## config.mk

```make
export PLATFORM = sky130hd
export DESIGN_NAME = move_writer
export DESIGN_NICKNAME = d
export VERILOG_FILES = /design/src/rtl/move_writer_pkg.sv /design/src/rtl/move_writer_dir_offset.sv /design/src/rtl/move_writer.sv
export SDC_FILE = /design/constraint.sdc
export NUM_CORES = 1
export LEC_CHECK = 0
export ABC_AREA = 1
export CAP_MARGIN = 20
export CORE_ASPECT_RATIO = 1.2
export CORE_MARGIN = 8
export CORE_UTILIZATION = 50
export DETAILED_ROUTE_END_ITERATION = 12
export PLACE_DENSITY = 0.69
export SYNTH_ARGS = -nofsm -noshare
export SYNTH_HDL_FRONTEND = slang
export SYNTH_HIERARCHICAL = 1
export SYNTH_SLANG_ARGS = --single-unit
```

## constraint.sdc

```tcl
create_clock -name clk -period 16.5 [get_ports clk]
set_input_delay 4.125 -clock clk [delete_from_list [all_inputs] [get_ports clk]]
set_output_delay 4.125 -clock clk [all_outputs]
set_load 0.03 [all_outputs]
```

## src/rtl/move_writer_pkg.sv

```systemverilog
// Shared definitions for the paper-soccer move commit engine:
// direction codes, FSM encoding and board addressing helpers.
package move_writer_pkg;

  localparam int BYTE_W = 8;

  localparam logic [2:0] DIR_A = 3'd0;
  localparam logic [2:0] DIR_B = 3'd1;
  localparam logic [2:0] DIR_C = 3'd2;
  localparam logic [2:0] DIR_D = 3'd3;
  localparam logic [2:0] DIR_E = 3'd4;
  localparam logic [2:0] DIR_F = 3'd5;
  localparam logic [2:0] DIR_G = 3'd6;
  localparam logic [2:0] DIR_H = 3'd7;

  typedef enum logic [3:0] {
    IDLE,
    CALC,
    RD_SRC,
    CHK_SRC,
    WR_SRC,
    RD_DST,
    CHK_DST,
    WR_DST,
    DONE
  } state_t;

  function automatic logic [2:0] opposite(input logic [2:0] dir);
    return dir ^ 3'd4;
  endfunction

  // Row-major board address; 255*255+255 still fits in 16 bits.
  function automatic logic [15:0] board_addr(input logic [7:0] x,
                                             input logic [7:0] y,
                                             input logic [7:0] width);
    return (16'(y) * 16'(width)) + 16'(x);
  endfunction

endpackage

```

## src/rtl/move_writer_dir_offset.sv

```systemverilog
// Maps a 3-bit move direction to two's-complement 2-bit dx/dy steps.
module dir_offset
  import move_writer_pkg::*;
(
  input  logic [2:0] dir,
  output logic [1:0] dx,
  output logic [1:0] dy
);

  always_comb begin
    dx = 2'b00;
    dy = 2'b00;
    case (dir)
      DIR_A: begin dx = 2'b00; dy = 2'b11; end
      DIR_B: begin dx = 2'b01; dy = 2'b11; end
      DIR_C: begin dx = 2'b01; dy = 2'b00; end
      DIR_D: begin dx = 2'b01; dy = 2'b01; end
      DIR_E: begin dx = 2'b00; dy = 2'b01; end
      DIR_F: begin dx = 2'b11; dy = 2'b01; end
      DIR_G: begin dx = 2'b11; dy = 2'b00; end
      DIR_H: begin dx = 2'b11; dy = 2'b11; end
      default: begin dx = 2'b00; dy = 2'b00; end
    endcase
  end

endmodule

```

## src/rtl/move_writer.sv

```systemverilog
// Move commit engine: validates one move and draws its edge at both
// endpoints of the board memory with read-modify-write.
module move_writer
  import move_writer_pkg::*;
(
  input  logic        clk,
  input  logic        rst,
  input  logic [2:0]  dir_in,
  input  logic        dir_valid,
  input  logic [7:0]  cur_x_in,
  input  logic [7:0]  cur_y_in,
  input  logic [7:0]  width_in,
  input  logic [7:0]  length_in,
  output logic        ready,
  output logic        done,
  output logic        illegal,
  output logic        bounce,
  output logic [7:0]  new_x,
  output logic [7:0]  new_y,
  output logic [15:0] mem_addr,
  input  logic [7:0]  mem_rdata,
  output logic [7:0]  mem_wdata,
  output logic        mem_we
);

  state_t state, state_next;

  logic [2:0]        dir_q;
  logic [7:0]        src_x, src_y, width_q, length_q;
  logic [7:0]        dst_x, dst_y;
  logic [BYTE_W-1:0] src_byte, dst_byte;
  logic              bounce_pend;

  logic [1:0]  dx, dy;
  logic [8:0]  calc_x, calc_y;
  logic        out_of_bounds, dup_edge, dst_border;
  logic [15:0] src_addr, dst_addr;
  logic [7:0]  dir_bit, opp_bit;

  dir_offset u_dir_offset (
    .dir (dir_q),
    .dx  (dx),
    .dy  (dy)
  );

  // Bit 8 set after a signed step means the coordinate went below zero.
  assign calc_x        = {1'b0, src_x} + {{7{dx[1]}}, dx};
  assign calc_y        = {1'b0, src_y} + {{7{dy[1]}}, dy};
  assign out_of_bounds = calc_x[8] | calc_y[8] |
                         (calc_x[7:0] >= width_q) | (calc_y[7:0] >= length_q);
  assign dup_edge      = mem_rdata[dir_q];
  assign dst_border    = (dst_x == 8'd0) | (dst_x == width_q - 8'd1) |
                         (dst_y == 8'd0) | (dst_y == length_q - 8'd1);
  assign src_addr      = board_addr(src_x, src_y, width_q);
  assign dst_addr      = board_addr(dst_x, dst_y, width_q);
  assign dir_bit       = 8'd1 << dir_q;
  assign opp_bit       = 8'd1 << opposite(dir_q);

  always_comb begin
    state_next = state;
    ready      = 1'b0;
    done       = 1'b0;
    mem_addr   = 16'd0;
    mem_wdata  = 8'd0;
    mem_we     = 1'b0;
    case (state)
      IDLE: begin
        ready = 1'b1;
        if (dir_valid) state_next = CALC;
      end
      CALC:    state_next = out_of_bounds ? DONE : RD_SRC;
      RD_SRC: begin
        mem_addr   = src_addr;
        state_next = CHK_SRC;
      end
      CHK_SRC: state_next = dup_edge ? DONE : WR_SRC;
      WR_SRC: begin
        mem_addr   = src_addr;
        mem_wdata  = src_byte | dir_bit;
        mem_we     = 1'b1;
        state_next = RD_DST;
      end
      RD_DST: begin
        mem_addr   = dst_addr;
        state_next = CHK_DST;
      end
      CHK_DST: state_next = WR_DST;
      WR_DST: begin
        mem_addr   = dst_addr;
        mem_wdata  = dst_byte | opp_bit;
        mem_we     = 1'b1;
        state_next = DONE;
      end
      DONE: begin
        done       = 1'b1;
        state_next = IDLE;
      end
      default: state_next = IDLE;
    endcase
  end

  // Result registers only change on the edge that enters DONE, so they
  // stay stable for the consumer until the next completion.
  always_ff @(posedge clk) begin
    if (rst) begin
      state       <= IDLE;
      dir_q       <= 3'd0;
      src_x       <= 8'd0;
      src_y       <= 8'd0;
      width_q     <= 8'd0;
      length_q    <= 8'd0;
      dst_x       <= 8'd0;
      dst_y       <= 8'd0;
      src_byte    <= 8'd0;
      dst_byte    <= 8'd0;
      bounce_pend <= 1'b0;
      illegal     <= 1'b0;
      bounce      <= 1'b0;
      new_x       <= 8'd0;
      new_y       <= 8'd0;
    end else begin
      state <= state_next;
      case (state)
        IDLE: begin
          if (dir_valid) begin
            dir_q    <= dir_in;
            src_x    <= cur_x_in;
            src_y    <= cur_y_in;
            width_q  <= width_in;
            length_q <= length_in;
          end
        end
        CALC: begin
          dst_x <= calc_x[7:0];
          dst_y <= calc_y[7:0];
          if (out_of_bounds) begin
            illegal <= 1'b1;
            bounce  <= 1'b0;
          end
        end
        CHK_SRC: begin
          src_byte <= mem_rdata;
          if (dup_edge) begin
            illegal <= 1'b1;
            bounce  <= 1'b0;
          end
        end
        CHK_DST: begin
          dst_byte    <= mem_rdata;
          bounce_pend <= (mem_rdata != 8'd0) | dst_border;
        end
        WR_DST: begin
          illegal <= 1'b0;
          bounce  <= bounce_pend;
          new_x   <= dst_x;
          new_y   <= dst_y;
        end
        default: ;
      endcase
    end
  end

endmodule
```

==> results.txt <==
Final setup viols: 0
# rows: 56
1st-pass router iterations: 5
Leak: 6.20 nW
Vias per cell: 5.10
Max H-tree Level: 3
Ys Warns: 6
Core area: 19600 µm²
Total of max-cap violations: 0
Max Fclk: 0.103 GHz
Longest Clk Path Bufs: 2
Yosys top cell by area: dfxtp_1
First-pass GRT wire length: 43600 µm
Worst-path cell chain: nand2_1, fa_1, fa_1, inv_1, fa_1, inv_1, fa_1, inv_1, ha_1, nand2_1, a31oi_1, nor2_1, o21ai_0, nand3_1, nand3_1, nand3_1, nand2_1, clkdlybuf4s50_1
Slew Limit Fails: 0
Vias in the first global route: 8978
Async S/R FF share, synth: 0%
EDFF count, synth: 0
Ports: 91
Most used cell, CP: fa_1
Total nets after synthesis: 1663
CP Data Required Time: 12.38 ns
Syn_area_per_cell: 7.05 µm²
VDD IR max: 0.0579 mV
Initial antenna violation count: 0
Postcts setup bufs: 0
Pwr per Cell Area: 69.5 nW/µm²
DRC viols: 0
Remaining Overflow, GRT: 0
Share of cells above drive strength 1: 2.31%
Final ANT Viol Nets: 0
Synthesis-to-layout area growth: 12.9%
Routed vias: 8833
GRT Util Overall: 21.5%
Largest net degree at the start of global routing: 65
Netlist cell types: 38
Final hold viol count: 0
Crit path arrival time: 5.59 ns
Reg2Reg Depth: 18
I/O Buffers: 90
Most frequent cells in the layout: inv_1 (330), nand2_1 (286), a21oi_1 (116)
Die height: 171 µm
Slew @ Worst Pin: 0.833 ns
Dpl hpwl: 21200 µm
Register clock-pin slew on the reported worst setup and hold paths: 0.06 ns
# resized after CTS: 0
Clk root buf: clkbuf_16
Final RePlAce weighted congestion: 0.911
Hold crit path type: flop to flop
Worst r2r src: dir_q[1]
Final Cycle Share: 58.9%
Initial core utilization: 51.0%
Initial DRC count: 536
RSZ-0062 raised after global routing: no
Die Footprint: 24800 µm²
Ant diodes: 0
Top cells by area, synth: dfxtp_1 (18%), fa_1 (18%), ha_1 (13%)
Worst setup EP type: output port
Worst setup path start: width_q[6]
Synth Instances: 1421
CTS Hold Bufs: 0
Pre-CTS setup slack: 7.17 ns
Chip width: 145 µm
FF-to-FF End: bounce
Clock Skews: 0.00565 ns
Critical path's largest stage delay: 0.80 ns
Sequential-to-total area share from yosys stat: 18.0%
Slew headroom: 44.3%
PnR worst setup slack: 6.78 ns
CP max-delay cell: dfxtp_1
Main synth FF type: dfxtp_1
Commonest non-fill, non-tap cell in the layout: inv_1
FF-to-FF setup slack: 12.47 ns
CP Max Fanout: 19
CP endpoint: mem_addr[12]
Path type of the worst setup path: flop to output port
CTS tree: built
Worst skew pair latency: 0.34 ns
Routed WL: 26300 µm
Status: complete, no violations
Final #Nets: 1707
CTS Sinks: 90
Final TNS setup: 0 ns
Startpoint Class: flop
#FFs+latches synth: 90
WL per Instance: 15.2 µm
Hold depth: 2
Synth top area share: 18.0%
Post-Syn Area: 10000 µm²
CTS Buf Count: 9
Crit path time final: 9.72 ns
==> through the flow <==
stage	utilization, %	hold WS, ns	cell area, µm²	power, mW	std cells
floorplan	-	0.430	10000	0.493	1421
global placement	56.0	0.439	11000	0.574	1714
detailed placement	56.1	0.445	11000	0.581	1715
CTS	57.6	0.458	11300	0.791	1731
global route	57.6	0.491	11300	0.846	1731
finish	57.6	0.455	11300	0.785	1731
==> critical path: cells and delay by family, from the launching register on <==
| kind | cells | cell delay [ns] |
|---|---|---|
| adders and majority gates | 5 | 2.46 |
| and+or+nand+nor | 7 | 0.75 |
| DFF | 1 | 0.80 |
| buffers and inverters | 4 | 0.82 |
| AOI/OAI and AO/OA | 2 | 0.43 |
==> cells by family after synthesis <==
group / after synthesis / synth area share, %
and+or+nand+nor: 448 / 18.7
xor gates and xnor gates: 39 / 3.41
adders and majority gates: 196 / 31.2
AOI/OAI and AO/OA: 252 / 13.3
buffers and inverters: 396 / 15.4
DFF: 90 / 18.0
==> synthesized netlist by cell type, types with 2 or more instances <==
cell type,number
o21ai_0,98
nand2_1,286
nor4_1,7
xor2_1,31
xnor2_1,8
a21oi_1,116
nor2_1,64
o22ai_1,4
a22o_1,8
a31oi_1,5
o31ai_1,2
o21bai_1,5
buf_1,6
inv_2,5
dfxtp_1,90
nand2_2,2
o21ai_1,9
nor3_4,2
clkbuf_1,33
buf_2,15
buf_6,2
buf_4,5
nand4_1,11
ha_1,106
nand3b_1,2
a211oi_1,2
inv_1,330
or2_2,3
nor3_1,9
fa_1,90
nand3_1,58
==> layer usage <==
metal  global-route usage [%]  share of wire, %  routed length [µm]  vias to the layer above
met5                        0                 0                   0                        -
met4                     9.47               3.7                 983                        0
met3                     3.07               4.4                1160                       47
met2                     40.0                50               13200                      215
met1                     24.0                42               11000                     4101
li1                         -                 -                   -                     4470
==> sequential cells by signal, indices dropped and copies added (netlist names) <==
register,cells
bounce,1
bounce_pend,1
dir_q,3
dst_byte,8
dst_x,8
dst_y,8
illegal,1
length_q,8
new_x,8
new_y,8
src_byte,8
src_x,8
src_y,8
state,4
width_q,8
==> area by class of cell <==
class                   instances  area [µm²]
flip-flops and latches         90        1800
clock buffers                  11         243
clock inverters                 5        62.6
multi-input cells             935        6680
fillers                      1934        8320
well taps                     261         327
inverters                     335        1260
repair buffers                 94         935
==> worst min path at each step <==
| stage | slack (ns) | to | startpoint |
|---|---|---|---|
| 2_1_floorplan | 0.43 | dst_byte[6] | dst_byte[6] |
| 3_3_place_gp | 0.44 | illegal | illegal |
| 3_5_place_dp | 0.44 | illegal | illegal |
| 4_1_cts | 0.46 | illegal | illegal |
| 5_1_grt | 0.49 | dst_byte[6] | dst_byte[6] |
| 6_report | 0.45 | illegal | illegal |
==> power breakdown <==
part	total [mW]	switching (mW)	internal [mW]
Sequential	0.272	0.0392	0.232
Combinational	0.304	0.185	0.119
Clock	0.210	0.0872	0.122
Total	0.785	0.312	0.473
Power figures use the tool's default switching activity.
